===== src/rtl/wb_queue.sv =====
// Write-back queue: buffers register writes, drains one per cycle into the regfile write port, forwards pending data to reads.
// Latency: a push at edge N is presented on wren/wrad/wrdt during cycle N..N+1 and forwarded combinationally from edge N.
// Backpressure: in_ready drops while full; drain_en low holds the head and lets the queue fill.
module wb_queue #(
   parameter int DEPTH = 4,
   parameter int AW    = 4,
   parameter int DW    = 16
) (
   input  logic                     clk,
   input  logic                     reset,
   input  logic                     in_valid,
   output logic                     in_ready,
   input  logic [AW-1:0]            in_addr,
   input  logic [DW-1:0]            in_data,
   input  logic                     drain_en,
   output logic                     wren,
   output logic [AW-1:0]            wrad,
   output logic [DW-1:0]            wrdt,
   input  logic [AW-1:0]            rd1ad,
   input  logic [AW-1:0]            rd2ad,
   input  logic [DW-1:0]            rf_rd1dt,
   input  logic [DW-1:0]            rf_rd2dt,
   output logic [DW-1:0]            rd1dt,
   output logic [DW-1:0]            rd2dt,
   output logic [$clog2(DEPTH):0]   count,
   output logic                     full,
   output logic                     empty
);

   localparam int PW = $clog2(DEPTH);
   localparam int CW = PW + 1;
   localparam logic [CW-1:0] FULL_CNT = CW'(DEPTH);

   // Entry storage; contents are qualified by the occupancy counter, so no reset needed.
   logic [AW-1:0] r_mem_addr [DEPTH];
   logic [DW-1:0] r_mem_data [DEPTH];

   logic [PW-1:0] r_wr_ptr;
   logic [PW-1:0] r_rd_ptr;
   logic [CW-1:0] r_count;

   logic          w_full;
   logic          w_empty;
   logic          w_push;
   logic          w_pop;

   // Entries re-ordered oldest (slot 0) to youngest, with a valid flag per slot.
   logic          w_slot_vld  [DEPTH];
   logic [AW-1:0] w_slot_addr [DEPTH];
   logic [DW-1:0] w_slot_data [DEPTH];

   assign w_full   = (r_count == FULL_CNT);
   assign w_empty  = (r_count == '0);

   // No push while full, even if the head pops this same edge.
   assign w_push   = in_valid && !w_full;
   assign w_pop    = !w_empty && drain_en;

   assign in_ready = !w_full;
   assign full     = w_full;
   assign empty    = w_empty;
   assign count    = r_count;

   // Head presentation to the register file write port; zeroed when nothing is pending.
   always_comb begin
      wren = w_pop;
      wrad = '0;
      wrdt = '0;
      if (!w_empty) begin
         wrad = r_mem_addr[r_rd_ptr];
         wrdt = r_mem_data[r_rd_ptr];
      end
   end

   // Capture the pushed request at the write pointer.
   always_ff @(posedge clk) begin
      if (w_push) begin
         r_mem_addr[r_wr_ptr] <= in_addr;
         r_mem_data[r_wr_ptr] <= in_data;
      end
   end

   // Pointer and occupancy bookkeeping; pointers wrap naturally at the power-of-two depth.
   always_ff @(posedge clk or negedge reset) begin
      if (!reset) begin
         r_wr_ptr <= '0;
         r_rd_ptr <= '0;
         r_count  <= '0;
      end else begin
         if (w_push) begin
            r_wr_ptr <= r_wr_ptr + PW'(1);
         end
         if (w_pop) begin
            r_rd_ptr <= r_rd_ptr + PW'(1);
         end
         if (w_push && !w_pop) begin
            r_count <= r_count + CW'(1);
         end else if (!w_push && w_pop) begin
            r_count <= r_count - CW'(1);
         end
      end
   end

   // Unroll the circular buffer into age order; the head being written this cycle stays valid.
   always_comb begin
      for (int k = 0; k < DEPTH; k++) begin
         w_slot_vld[k]  = (CW'(k) < r_count);
         w_slot_addr[k] = r_mem_addr[r_rd_ptr + PW'(k)];
         w_slot_data[k] = r_mem_data[r_rd_ptr + PW'(k)];
      end
   end

   // Read forwarding: scan oldest to youngest so the youngest match wins; otherwise pass raw data.
   always_comb begin
      rd1dt = rf_rd1dt;
      rd2dt = rf_rd2dt;
      for (int k = 0; k < DEPTH; k++) begin
         if (w_slot_vld[k] && (w_slot_addr[k] == rd1ad)) begin
            rd1dt = w_slot_data[k];
         end
         if (w_slot_vld[k] && (w_slot_addr[k] == rd2ad)) begin
            rd2dt = w_slot_data[k];
         end
      end
   end

   // Occupancy must never exceed the queue depth.
   a_count_bound: assert property (@(posedge clk) disable iff (!reset) r_count <= FULL_CNT);

   // A write enable is only ever raised for a pending entry.
   a_wren_nonempty: assert property (@(posedge clk) disable iff (!reset) wren |-> !w_empty);

endmodule


===== config.mk =====
export PLATFORM = sky130hd
export DESIGN_NAME = wb_queue
export DESIGN_NICKNAME = d
export VERILOG_FILES = /design/src/rtl/wb_queue.sv
export SDC_FILE = /design/constraint.sdc
export NUM_CORES = 1
export LEC_CHECK = 0
export CELL_PAD_IN_SITES_DETAIL_PLACEMENT = 1
export CELL_PAD_IN_SITES_GLOBAL_PLACEMENT = 1
export CORE_MARGIN = 2
export CORE_UTILIZATION = 45
export DETAILED_ROUTE_END_ITERATION = 10
export GPL_ROUTABILITY_DRIVEN = 1
export GPL_TIMING_DRIVEN = 0
export MAX_ROUTING_LAYER = met4
export PLACE_DENSITY = 0.95
export SYNTH_ARGS = -nofsm -noshare
export SYNTH_HDL_FRONTEND = slang
export SYNTH_SLANG_ARGS = --single-unit

===== constraint.sdc =====
create_clock -name clk -period 4.9 [get_ports clk]
set_input_delay 0.98 -clock clk [delete_from_list [all_inputs] [get_ports clk]]
set_output_delay 0.98 -clock clk [all_outputs]
set_load 0.1 [all_outputs]

# Yosys cells after proc, flatten, opt, wreduce, memory -nomap -nowiden
# Memories as Yosys holds them, arrays and structs flattened.
# Cells that the tools add are included.
# Widths: inputs -> output; s select.
[classes]
addsub = 6
order_cmp = 4
eq_ne = 9
muxes = 14
reduce_logical = 18
[ops]
columns = ["operator", "count"]
rows = [
  ["$mux 16", 9],
  ["$eq 4x4->1", 8],
  ["$logic_and 1x1->1", 12],
  ["$lt 1x3->1 const A", 2],
  ["$lt 2x3->1 const A", 2],
  ["$mux 3", 2],
  ["$add 2x1->2 const B", 2],
  ["$add 2x2->2 const B", 2],
  ["$logic_not 1->1", 4],
  ["$mux 4", 1],
  ["$add 3x1->3 const B", 1],
  ["$eq 3x3->1 const B", 1],
  ["$logic_not 3->1", 1],
  ["$sub 3x1->3 const B", 1],
  ["$mux 1", 2],
  ["$reduce_bool 2->1", 1],
]
[totals]
register_bits = 7
ram_bits = 80
inputBits = 64
out_inout_bits = 59
elab_cells = 56
mem_count = 2
[memory_table]
columns = ["memory", "depth", "width", "read_ports", "rd_clocked_by_memory_dff", "write_ports", "line", "rtl"]
rows = [
  ["r_mem_data", 4, 16, 4, 0, 1, "36", "logic [DW-1:0] r_mem_data [DEPTH];"],
  ["r_mem_addr", 4, 4, 4, 0, 1, "35", "logic [AW-1:0] r_mem_addr [DEPTH];"],
]

# Logic depth before layout (Yosys ltp)
[logic_depth]
ltp_word = 7
depth_mapped = 11
depth_no_buf = 8

# Least setup slack after synthesis
# No wires, ideal clock.
[synth_path]
path_type = "flip-flop to output port"
from = "register r_count[2] (netlist: count[2])"
to = "output rd1dt[15]"
arrival_time_ns = 4.286
required_time_ns = 3.920
setup_slack_ns = -0.366
path_stages_with_launch = 7
path_buffers = 2
path_cell_list = "dfrtp_1 clkbuf_1 nand4_1 clkbuf_1 nor2_2 o41ai_1 a211oi_1"
[synth_between]
elab_chain_len = 6
elab_cells_between_ends = 12
cone_classes = "order compare (4); mux (4); reduce/logical (4)"
[synth_lines]
columns = ["element", "line", "rtl"]
rows = [
  ["start, declared", "40", "logic [CW-1:0] r_count;"],
  ["start signal, assigned", "97", "r_count <= r_count + CW'(1);"],
  ["start signal, assigned", "99", "r_count <= r_count - CW'(1);"],
  ["$lt 1x3->1", "107", "w_slot_vld[k] = (CW'(k) < r_count);"],
  ["$logic_and 1x1->1", "118", "if (w_slot_vld[k] && (w_slot_addr[k] == rd1ad)) begin"],
  ["$mux 16 (3 in a row)", "118", ""],
  ["$mux 16 *", "118", ""],
  ["end, declared", "23", "output logic [DW-1:0] rd1dt,"],
]
# Mark *: on every way between the ends. The rest lies on a longest branch, timed or not.

# Worst setup path in the final report
[layout_path]
from = "input rd1ad[0]"
to = "output rd1dt[6]"
[layout_between]
elab_chain_len = 6
elab_cells_between_ends = 12
cone_classes = "eq/ne (4); mux (4); reduce/logical (4)"
[layout_lines]
columns = ["element", "line", "rtl"]
rows = [
  ["start, declared", "19", "input logic [AW-1:0] rd1ad,"],
  ["$eq 4x4->1", "118", ""],
  ["$logic_and 1x1->1", "118", ""],
  ["$mux 16 (3 in a row)", "118", ""],
  ["$mux 16 *", "118", ""],
]
# Marks and branches as above.

==> flow_summary.json <==
{
  "outcome": "complete, no violations",
  "hold_slack_ps": 680.6,
  "cp.arrival_ps": 3910,
  "vias": 6494,
  "syn-num-nets": 723,
  "tritoncts": "done",
  "syn_area_per_cell_sq_um": 10.50,
  "area_growth_pct": 25.19,
  "synth_edf_count": 80,
  "wl_per_cell_um": 28.01,
  "finalMaxSlewViolations": 0,
  "startpoint_type": "primary input",
  "ios": 123,
  "fmax_mhz": 204.7,
  "cts_root_buffer": "clkbuf_16",
  "antenna_found_initial": 0,
  "yosys.area_share.xor_xnor": 0.05097,
  "finClkSkew_ps": 7.299,
  "core_sq_mm": 0.01503,
  "postCtsHoldBufs": 0,
  "synthAdderAreaFrac": 0.01650,
  "yosysTopAreaCellShare": 0.3520,
  "cts_buffer_depth": 2,
  "yosysWarnings": 0,
  "final.setup.tns_ps": 0,
  "antenna_cells": 0,
  "cts.reportedPaths.clkPinSlew_ps": 70,
  "clk_latency_ps": 360,
  "synth.cell_area_sq_mm": 0.006824,
  "die_h_um": 127.1,
  "drcViolationCount": 0,
  "portBuffers": 122,
  "reg2reg_slack_ps": 2320,
  "min_period_over_period": 0.9970,
  "grt_max_degree": 21,
  "endpoint_kind": "output pin",
  "drive_gt1_frac": 0.1810,
  "maxCapViolations": 0,
  "crit_fanout": 10,
  "die-area_sq_mm": 0.01617,
  "drt_iter0_markers": 572,
  "async_flop_share": 0.08046,
  "mostFrequentLayoutCell": "edfxtp_1",
  "synthMuxAreaShare": 0.1898,
  "ys_seq_elements": 87,
  "setup_viol": 0,
  "cts.sinks": 87,
  "grt.overflow.total": 0,
  "cp.required_ps": 3920,
  "nets": 858,
  "chipWidth_um": 127.1,
  "fin_crit_ps": 4885,
  "slew_headroom": 0.06847,
  "start_util": 0.4539,
  "synth_top_family_by_area": "multiplexers",
  "track_usage": 0.3505,
  "hold_class": "reg -> reg",
  "viasPerCell": 6.640,
  "first_global_vias": 6967,
  "final_cell_mix": "edfxtp_1 (80), mux2i_1 (75), clkdlybuf4s50_1 (74), o21ai_0 (49), nor3_1 (40)",
  "synthTopCellsByArea": "edfxtp_1 (35%), mux2i_1 (11%), mux4_2 (4.3%)",
  "fill_cells": 1631,
  "seq_area_frac_synth": 0.3777,
  "path_class": "in -> out",
  "synth_simple_gate_area_frac": 0.1691,
  "rows": 45,
  "first_pass_iters": 5,
  "place_hpwl_um": 19390,
  "synthFlopType": "edfxtp_1",
  "routed_wl_um": 27400,
  "h-tree-depth": 3,
  "syn-instance-count": 650,
  "synth_top_area_cell": "edfxtp_1",
  "cts_buffers": 9,
  "finalHoldViolCount": 0,
  "place.gp.congestion": 0.9873,
  "rsz0062_at_grt": "true",
  "grt_pass1_wl_um": 41210,
  "worstMarginPinSlew_ps": 1397,
  "synth_compound_area_frac": 0.1513,
  "ant_nets": 0,
  "ys_types": 51
}
## flip-flops by register name, indices dropped and copies added (netlist names)
register    count
r_mem_data     64
r_mem_addr     16
count           3
r_rd_ptr        2
r_wr_ptr        2
## final timing paths
path                                           start                           to  cells after the start
worst max-delay path                        rd1ad[0]                     rd1dt[6]                      8
max in group asynchronous                      reset      r_rd_ptr[1]$_DFFE_PN0P_                      1
worst min register to register  count[1]$_DFFE_PN0P_         count[1]$_DFFE_PN0P_                      2
worst min-delay path            count[1]$_DFFE_PN0P_         count[1]$_DFFE_PN0P_                      2
min in group asynchronous                      reset      r_wr_ptr[1]$_DFFE_PN0P_                      1
worst max register to register  count[0]$_DFFE_PN0P_  r_mem_data[0][13]$_DFFE_PP_                      4
## cells in the mapped netlist (20+ instances only)
master	instances
edfxtp_1	80
mux2i_1	75
o21ai_0	49
nor3_1	40
nand2_1	37
a21oi_1	36
nor2b_1	36
clkbuf_1	25
nor3b_1	22
or3_1	22
mux2_2	20
xnor2_1	20
## per-layer routing
layer  part of all wire  wire [um]  vias up  global-route usage
met1               0.40      10840     3219              0.4255
li1                   -          -     2737                   -
met5                  0          0        -                   -
met2               0.48      13120      432              0.5636
met3              0.077       2099      106             0.05444
met4              0.049       1339        0              0.1920
## cell families after synthesis
logic type / after synthesis
fa+ha+maj: 9
xor+xnor: 38
flops: 87
simple gates: 199
compound gates: 150
buf+inv: 58
mux: 109
## area by class of cell
type                            count  area, sq um  area share
Multi-Input combinational cell    505         3993      0.4673
Sequential cell                    87         2577      0.3017
Timing Repair Buffer              124         1136      0.1330
Buffer                             51        284.0     0.03325
Tap cell                          188        235.2     0.02753
Clock buffer                       11        232.7     0.02724
Clock inverter                      5        58.81    0.006883
Inverter                            7        26.28    0.003076
## critical path, stage by stage
cell and delay (ps):
clkdlybuf4s50_1 570, xnor2_1 260, nand4_1 310, clkbuf_1 390, nor2_4 340, o41ai_1 180
a211oi_2 270, clkdlybuf4s18_2 580
## metrics by stage
step	instance area [sq um]	util	worst slack (ps)	instances
after floorplan	6854	-	199.2	650
after global placement	8310	0.5528	-590.8	960
after detailed placement	8310	0.5528	-638.8	960
after CTS	8596	0.5718	0.2744	976
after global routing	8543	0.5683	-68.79	978
final	8543	0.5683	14.82	978
## repair_timing
action	in CTS	in global routing
resized for setup	124	37
setup endpoints to repair	48	28
pin swaps	0	1
hold endpoints to repair	0	0
buffers inserted	0	2
Power is left out: the tool's default activity adds up to more than one toggle a clock period on the data nets, which glitch-free logic cannot reach.
